**src/rtl/sram_bus_arbiter.sv**
```systemverilog
// Two-master arbiter sharing one SRAM-like memory port between the
// instruction-fetch and data-access requesters. Round-robin on ties,
// one transaction in flight, fields latched at grant.
module sram_bus_arbiter #(
  parameter int ADDR_W = 32,
  parameter int DATA_W = 32
) (
  input  logic              clk,
  input  logic              resetn,
  // instruction-fetch requester
  input  logic              inst_req,
  input  logic              inst_wr,
  input  logic [1:0]        inst_size,
  input  logic [3:0]        inst_wstrb,
  input  logic [ADDR_W-1:0] inst_addr,
  input  logic [DATA_W-1:0] inst_wdata,
  output logic              inst_addr_ok,
  output logic              inst_data_ok,
  output logic [DATA_W-1:0] inst_rdata,
  // data-access requester
  input  logic              data_req,
  input  logic              data_wr,
  input  logic [1:0]        data_size,
  input  logic [3:0]        data_wstrb,
  input  logic [ADDR_W-1:0] data_addr,
  input  logic [DATA_W-1:0] data_wdata,
  output logic              data_addr_ok,
  output logic              data_data_ok,
  output logic [DATA_W-1:0] data_rdata,
  // memory port
  output logic              mem_req,
  output logic              mem_wr,
  output logic [1:0]        mem_size,
  output logic [3:0]        mem_wstrb,
  output logic [ADDR_W-1:0] mem_addr,
  output logic [DATA_W-1:0] mem_wdata,
  input  logic              mem_addr_ok,
  input  logic              mem_data_ok,
  input  logic [DATA_W-1:0] mem_rdata
);

  typedef enum logic [1:0] {
    S_IDLE,
    S_REQ,
    S_RESP
  } state_t;

  state_t state, state_nxt;
  logic   owner;       // 0 = inst, 1 = data
  logic   last;        // last granted master
  logic   any_req;
  logic   grant_data;

  // Arbitration: a lone requester wins; on a tie the master that was not
  // granted last time wins.
  always_comb begin
    any_req    = inst_req | data_req;
    grant_data = data_req & (~inst_req | ~last);
  end

  // State register.
  always_ff @(posedge clk or negedge resetn) begin
    if (!resetn) begin
      state <= S_IDLE;
    end else begin
      state <= state_nxt;
    end
  end

  // Next-state logic; stray handshakes outside their phase are ignored.
  always_comb begin
    state_nxt = state;
    case (state)
      S_IDLE: if (any_req)     state_nxt = S_REQ;
      S_REQ:  if (mem_addr_ok) state_nxt = S_RESP;
      S_RESP: if (mem_data_ok) state_nxt = S_IDLE;
      default:                 state_nxt = S_IDLE;
    endcase
  end

  // Grant bookkeeping and request field capture, only at the grant edge.
  always_ff @(posedge clk or negedge resetn) begin
    if (!resetn) begin
      owner     <= 1'b0;
      last      <= 1'b0;
      mem_wr    <= 1'b0;
      mem_size  <= '0;
      mem_wstrb <= '0;
      mem_addr  <= '0;
      mem_wdata <= '0;
    end else if (state == S_IDLE && any_req) begin
      owner <= grant_data;
      last  <= grant_data;
      if (grant_data) begin
        mem_wr    <= data_wr;
        mem_size  <= data_size;
        mem_wstrb <= data_wstrb;
        mem_addr  <= data_addr;
        mem_wdata <= data_wdata;
      end else begin
        mem_wr    <= inst_wr;
        mem_size  <= inst_size;
        mem_wstrb <= inst_wstrb;
        mem_addr  <= inst_addr;
        mem_wdata <= inst_wdata;
      end
    end
  end

  // Handshake routing back to the owner; read data is a plain fan-out.
  always_comb begin
    mem_req      = (state == S_REQ);
    inst_addr_ok = (state == S_REQ)  & mem_addr_ok & ~owner;
    data_addr_ok = (state == S_REQ)  & mem_addr_ok &  owner;
    inst_data_ok = (state == S_RESP) & mem_data_ok & ~owner;
    data_data_ok = (state == S_RESP) & mem_data_ok &  owner;
    inst_rdata   = mem_rdata;
    data_rdata   = mem_rdata;
  end

endmodule

```
**config.mk**
```make
export PLATFORM = sky130hd
export DESIGN_NAME = sram_bus_arbiter
export DESIGN_NICKNAME = d
export VERILOG_FILES = /design/src/rtl/sram_bus_arbiter.sv
export SDC_FILE = /design/constraint.sdc
export NUM_CORES = 1
export LEC_CHECK = 0
export BUFFER_PORTS_ARGS = -buffer_cell sky130_fd_sc_hd__buf_2
export CORE_AREA = 10 10 116 118
export DETAILED_ROUTE_END_ITERATION = 10
export DIE_AREA = 0 0 126 128
export PLACE_DENSITY_LB_ADDON = 0.12
export SLEW_MARGIN = 20
export SYNTH_ARGS = -nofsm -noshare
export SYNTH_HDL_FRONTEND = slang
export SYNTH_SLANG_ARGS = --single-unit
```
**constraint.sdc**
```tcl
create_clock -name clk -period 1.7 [get_ports clk]
set_input_delay 0.17 -clock clk [delete_from_list [all_inputs] [get_ports clk]]
set_output_delay 0.17 -clock clk [all_outputs]
set_load 0.005 [all_outputs]
```
; After elaboration in Yosys (flattened, before gate mapping)
; Index checks and enable logic that the tools add are counted.
[classes]
n_eq_ne = 5
n_mux = 9
bitwise_logic = 11
reduce_logical = 3
[op_table]
columns = operator, n
row1 = 32-bit 2-to-1 mux, 2
row2 = 2-bit 2-to-1 mux, 4
row3 = 1-bit AND, 7
row4 = 2-bit one-hot mux with 3 select lines, 1
row5 = 4-bit 2-to-1 mux, 1
row6 = 2-bit != test (second input constant), 2
row7 = 3-bit AND reduction, 1
row8 = 2-bit by 1-bit == test with 1-bit output (second input constant), 1
row9 = 2-bit == test (second input constant), 1
row10 = 2-bit zero test, 1
row11 = 2-bit by 1-bit != test with 1-bit output (second input constant), 1
row12 = 1-bit inverter, 2
row13 = 1-bit bitwise OR, 2
row14 = 1-bit logical AND, 1
row15 = 1-bit 2-to-1 mux, 1
[word_totals]
ff_bits = 74
output_inout_bits = 140

; Longest topological paths before layout
; Gate-level depths: netlist of the first run.
[logic_depth]
depth_word = 4
ltp_mapped = 6

; Worst setup path after synthesis of the first run
; OpenSTA, ideal clock, no wires.
[synth_path]
path_kind = reg-to-reg
from = register last
to = register mem_addr[0]
setup_ns = 0.082
arrival_time_ns = 1.222
t_required_ns = 1.618
path_slack_ns = 0.396
path_stages_with_launch = 6
path_buffers = 2
period_less_slack_ns = 1.304
cell_sequence = dfrtp_1 > buf_4 > a21boi_2 > clkbuf_1 > nand2_1 > a31oi_1
[synth_via]
elab_chain_cells = 4
[synth_lines]
columns = item, line
row1 = from (decl), 50  ; logic last;
row2 = from (signal assigned), 93  ; last <= grant_data;
row3 = 1-bit inverter, n/a
row4 = 1-bit bitwise OR, 58  ; grant_data = data_req & (~inst_req | ~last);
row5 = 1-bit AND, 58
row6 = 32-bit 2-to-1 mux, 94  ; if (grant_data) begin
row7 = to (signal assigned), 98  ; mem_addr <= data_addr;
row8 = to (signal assigned), 104  ; mem_addr <= inst_addr;
row9 = to (decl), 35  ; output logic [ADDR_W-1:0] mem_addr,
; Every way passes these cells.
; A chain may end at the register's enable or synchronous reset.

; Worst setup path after layout of the first run
[layout_path]
from = register state[0]
to = output port inst_data_ok
[layout_via]
elab_chain_cells = 3
[layout_lines]
columns = item, line
row1 = from (decl), 48  ; state_t state, state_nxt;
row2 = from (signal assigned), 66  ; state <= state_nxt;
row3 = 2-bit == test, 115  ; inst_data_ok = (state == S_RESP) & mem_data_ok & ~owner;
row4 = 1-bit AND (2 in series), 115
row5 = to (decl), 18  ; output logic inst_data_ok,
; Every way passes these cells.

==> impl_metrics.json, run 1 <==
{
  "crit_type": "register to primary output",
  "hold_viol": 0,
  "drtAntennaViolNets": 0,
  "peakVddDrop_uv": 669,
  "end_kind": "primary output",
  "syn2layout_area_growth_pct": 25.1,
  "drt_iter0_markers": 259,
  "synth.distinct_cells": 23,
  "clk_path_buf_depth": 2,
  "root_buffer": "clkbuf_16",
  "grt_max_degree": 72,
  "synth_warnings": 0,
  "synth_top_cell_by_area": "dfrtp_1",
  "core_area_sq_um": 11200,
  "drcViolationCount": 0,
  "crit_required_ns": 1.53,
  "die_h_um": 128,
  "finalCritPeriodShare_pct": 89.0,
  "p_per_area_nw_per_um2": 1710,
  "antenna_found_initial": 3,
  "clkSlewWorstSetupHoldPaths_ns": 0.05,
  "async_flop_share_pct": 100,
  "synth_flop_cell": "dfrtp_1",
  "first_pass_iters": 4,
  "reg2reg_slack_ns": 0.27,
  "htree_num_levels": 3,
  "grt_pass1_wl_um": 22300,
  "synth_top_family_by_area": "compound AO/OA/AOI/OAI gates",
  "synth_xor_xnor_area_share_pct": 0,
  "fin_nets": 802,
  "synthAdderAreaFrac_pct": 0,
  "finalSetupViolCount": 0,
  "clkSinkCount": 74,
  "grt-ovfl-total": 0,
  "arrival_ns": 1.34,
  "io_buffers": 223,
  "period_needed_ns": 1.51,
  "fin_util_pct": 46.0,
  "grt_pass1_vias": 4188,
  "worst_slew_pin_slew_ns": 0.515,
  "fin_cells": 767,
  "layout_commonest_cell": "buf_2",
  "rows": 39,
  "fin_skew_ns": 0.00418,
  "fill_cells": 1134,
  "ys_seq_area_share_pct": 44.9,
  "vias": 3902,
  "cts_tree": "yes",
  "pin_count": 320,
  "drive_above_1_share_pct": 43.7,
  "dp_hpwl_um": 10700,
  "via_per_inst": 5.09,
  "syn-cell-area_sq_um": 4130,
  "cap_violations": 0,
  "slew_headroom_pct": 65.7,
  "fmax_mhz": 661,
  "synthTopCellsByArea": "dfrtp_1 (45%), nand2_1 (13%), buf_4 (12%), a21oi_1 (8.7%), a31oi_1 (7.9%)",
  "rsz0062_at_grt": "false",
  "power_leakage_nw": 2.49,
  "clock_latency_ns": 0.33,
  "final_cell_mix": "buf_2 (222), nand2_1 (143), dfrtp_1 (74)",
  "ys_seq_elements": 74,
  "dp.cells": 753,
  "start_kind": "register",
  "synth_nets": 659,
  "dieArea_sq_um": 16100,
  "gp_congestion": 0.780,
  "finalWirelength_um": 14300,
  "synth-edff-count": 0,
  "postSynthCellCount": 479,
  "status": "finished, final reports clean",
  "grt_use_total_pct": 17.0,
  "synth_compound_area_share_pct": 23.5,
  "die_x_um": 126,
  "syn_avg_cell_area_sq_um": 8.61,
  "cp_max_fo": 4,
  "yosysTopAreaCellShare_pct": 44.9,
  "initial_core_util_pct": 36.8,
  "synth-simple-area-share_pct": 14.4,
  "setup_tns_ns": 0,
  "wire_per_inst_um": 18.6,
  "muxShareOfSynthArea_pct": 0,
  "numCtsBuffers": 9,
  "maxSlewViolCount": 0,
  "min_path_type": "input port to register"
}
power breakdown:
group / switching, mW / internal, mW / leakage [nW]
sequential: 0.533 / 2.67 / 0.828
combinational: 2.21 / 1.75 / 1.54
clock: 0.659 / 0.992 / 0.123
total: 3.41 / 5.42 / 2.49
path summary, 6_finish.rpt:
kind                        startpoint           end  cells after the start
max                           state[0]  inst_data_ok                      3
min                        mem_data_ok      state[1]                      2
max reg2reg                       last  mem_wstrb[1]                      4
min reg2reg                mem_addr[9]   mem_addr[9]                      2
max in group asynchronous       resetn   mem_addr[7]                      3
min in group asynchronous       resetn  mem_addr[16]                      2
Yosys cell counts, drive strengths merged (2+ instances only):
cell,instances
a31oi,72
a21oi,72
nor2,2
clkbuf,24
dfrtp,74
nand2,143
buf,80
sequential cells by signal (all words and copies together), names as in the netlist:
name and flops:
mem_addr 32, mem_size 2, mem_wdata 32, mem_wstrb 4
state 2, last 1, mem_wr 1
per-stage QoR:
step | hold WS [ns] | instance area (sq um) | worst slack, ns | power [mW]
after global placement | 0.178 | 4900 | 0.306 | 7.20
after global routing | 0.0579 | 5160 | 0.0942 | 9.52
final | 0.0627 | 5160 | 0.188 | 8.82
after CTS | 0.0478 | 5160 | 0.130 | 8.96
after floorplan | -0.126 | 4130 | 0.396 | 5.64
after detailed placement | 0.180 | 4900 | 0.247 | 7.27
repair_timing:
item,4_1_cts,5_1_grt
setup endpoints to repair,0,1
hold buffers,1,0
gates resized for setup,0,1
endpoints found under the hold margin,36,0
setup buffers,0,0
per-layer routing:
layer / track usage, % / vias up / wire [um]
met5: 0 / - / 33
met4: 6.36 / 4 / 295
met3: 6.78 / 41 / 1230
met2: 28.1 / 175 / 6960
met1: 19.5 / 1827 / 5780
li1: - / 1855 / -
cell families after synthesis:
kind of cell,after synthesis
flops,74
buf+inv,105
compound gates,148
simple gates,152
worst max-delay path: stages, from the launching register on:
cell and delay (ns):
dfrtp_1 0.42, nand2b_1 0.17, nor3b_1 0.25, buf_2 0.18
area by class of cell:
| type | count | area [sq um] | share of cell area [%] |
|---|---|---|---|
| clock inverter | 1 | 5.00 | 0.0970 |
| clock buffer | 11 | 243 | 4.70 |
| inverter | 1 | 3.75 | 0.0727 |
| multi-input combinational | 300 | 1580 | 30.7 |
| tap | 143 | 179 | 3.47 |
| timing repair buffer | 236 | 1290 | 25.1 |
| sequential | 74 | 1850 | 35.9 |
| antenna | 1 | 2.50 | 0.0485 |
Power figures use the tool's default switching activity.
==> inputs of run 2 (changes only) <==
Settings changed: CORE_AREA 10 10 116 118 to 2 2 125 127, DIE_AREA 0 0 126 128 to 0 0 127 129.
==> impl_metrics.json, run 2 (synthesis gave the netlist of run 1 again) <==
{
  "fin_nets": 805,
  "fin_area_sq_um": 5220,
  "power_leakage_nw": 2.50,
  "use_met3_pct": 3.87,
  "met2_usage_pct": 27.8,
  "crit_type": "register to primary output",
  "dieArea_sq_um": 16400,
  "p_comb_share_pct": 44.3,
  "reg_top3": "mem_addr x32, mem_wdata x32, mem_wstrb x4",
  "grt-ovfl-total": 0,
  "cts_tree": "yes",
  "pin_count": 320,
  "drcViolationCount": 0,
  "fin_skew_ns": 0.00331,
  "clkSinkCount": 74,
  "fill_cells": 1660,
  "p_int_mw": 5.42,
  "maxSlewViolCount": 0,
  "first_pass_iters": 4,
  "htree_num_levels": 3,
  "period_needed_ns": 1.54,
  "drtAntennaViolNets": 0,
  "hold_viol": 0,
  "initial_core_util_pct": 27.5,
  "use_met1_pct": 20.3,
  "wire_per_inst_um": 16.7,
  "clk_path_buf_depth": 2,
  "die_h_um": 129,
  "clkSlewWorstSetupHoldPaths_ns": 0.06,
  "grt_use_total_pct": 16.5,
  "grt_pass1_wl_um": 20900,
  "syn2layout_area_growth_pct": 26.4,
  "min_path_type": "input port to register",
  "cts_resized": 0,
  "hold_depth": 2,
  "critPathLaunch": "state[0]",
  "finalWirelength_um": 13700,
  "setup_tns_ns": 0,
  "finalCritPeriodShare_pct": 90.4,
  "peakVddDrop_uv": 550,
  "p_clk_share_pct": 19.5,
  "vias": 3910,
  "switching_power_mw": 3.46,
  "arrival_ns": 1.37,
  "status": "finished, final reports clean",
  "seqPwrFrac_pct": 36.2,
  "io_buffers": 223,
  "placed_area_sq_um": 4940,
  "globalRoute.busiestLayer": "met2",
  "rsz0062_at_grt": "false",
  "rows": 45,
  "crit_required_ns": 1.53,
  "reg2reg_to": "mem_wstrb[3]",
  "start_kind": "register",
  "r2r-start": "state[1]",
  "fmax_mhz": 651,
  "layout_commonest_cell": "buf_2",
  "numCtsBuffers": 9,
  "hp-start": "mem_data_ok",
  "r2r_cells": 4,
  "slew_headroom_pct": 72.1,
  "whs_endpoint": "state[1]",
  "final_cell_mix": "buf_2 (222), nand2_1 (143), dfrtp_1 (74)",
  "drt_iter0_markers": 221,
  "reg2reg_slack_ns": 0.31,
  "end_kind": "primary output",
  "cap_violations": 0,
  "worst_slew_pin_slew_ns": 0.419,
  "cp_max_fo": 4,
  "root_buffer": "clkbuf_16",
  "antenna_cells": 0,
  "dp_hpwl_um": 9730,
  "core_area_sq_um": 15000,
  "gp_congestion": 0.768,
  "finalSetupViolCount": 0,
  "p_sw_share_pct": 38.9,
  "drive_above_1_share_pct": 43.8,
  "via_per_inst": 4.78,
  "die_x_um": 127,
  "grt_pass1_vias": 3979,
  "antenna_found_initial": 0,
  "grt_max_degree": 48,
  "p_per_area_nw_per_um2": 1700,
  "clock_latency_ns": 0.33
}
[run 2: worst max-delay path by stage]
stage / end / slack (ns) / cells after the start
final: inst_addr_ok / 0.16 / 4
after global routing: inst_addr_ok / 0.06 / 4
after CTS: inst_addr_ok / 0.13 / 4
after detailed placement: mem_addr[12] / 0.29 / 4
after global placement: mem_addr[15] / 0.34 / 4
after floorplan: mem_addr[0] / 0.40 / 5
[run 2: worst max-delay path: stages (launching register included)]
cell	delay, ns
dfrtp_1	0.40
nor2b_1	0.29
nand2_1	0.11
nor2_1	0.09
buf_2	0.14
[run 2: metal layers]
metal | part of all wire, % | up-vias | routed length [um]
met2 | 48 | 195 | 6530
met3 | 8.2 | 35 | 1120
met4 | 1.6 | 0 | 214
li1 | - | 1865 | -
met1 | 43 | 1815 | 5830
met5 | 0 | - | 0
[run 2: final cells by class]
cell class / count / area (sq um) / area share (%)
flip-flops and latches: 74 / 1850 / 35.5
multi-input cells: 300 / 1580 / 30.3
repair buffers: 239 / 1280 / 24.5
clock buffers: 13 / 250 / 4.80
well taps: 188 / 235 / 4.51
clock inverters: 3 / 15.0 / 0.288
inverters: 1 / 3.75 / 0.0720
[run 2: timing repair]
action | in CTS | in global routing
hold buffers | 1 | 0
setup buffers | 0 | 0
endpoints found under the hold margin | 17 | 0
[run 2: power by group through the flow]
stage	logic (mW)	registers, mW	clock network [mW]
global placement	3.99	3.22	0
detailed placement	4.05	3.24	0
CTS	4.04	3.22	1.80
finish	3.94	3.21	1.73
floorplan	2.43	3.21	0
global route	4.43	3.33	1.88
[run 2: metrics by stage]
stage	hold slack (ns)	cells	power (mW)	utilization, %	setup slack, ns
floorplan	-0.126	479	5.64	-	0.396
global placement	0.0748	801	7.21	33.0	0.336
detailed placement	0.0715	801	7.29	33.0	0.294
CTS	0.0347	818	9.07	34.8	0.135
global route	0.0491	818	9.64	34.8	0.0555
finish	0.0536	818	8.88	34.8	0.163
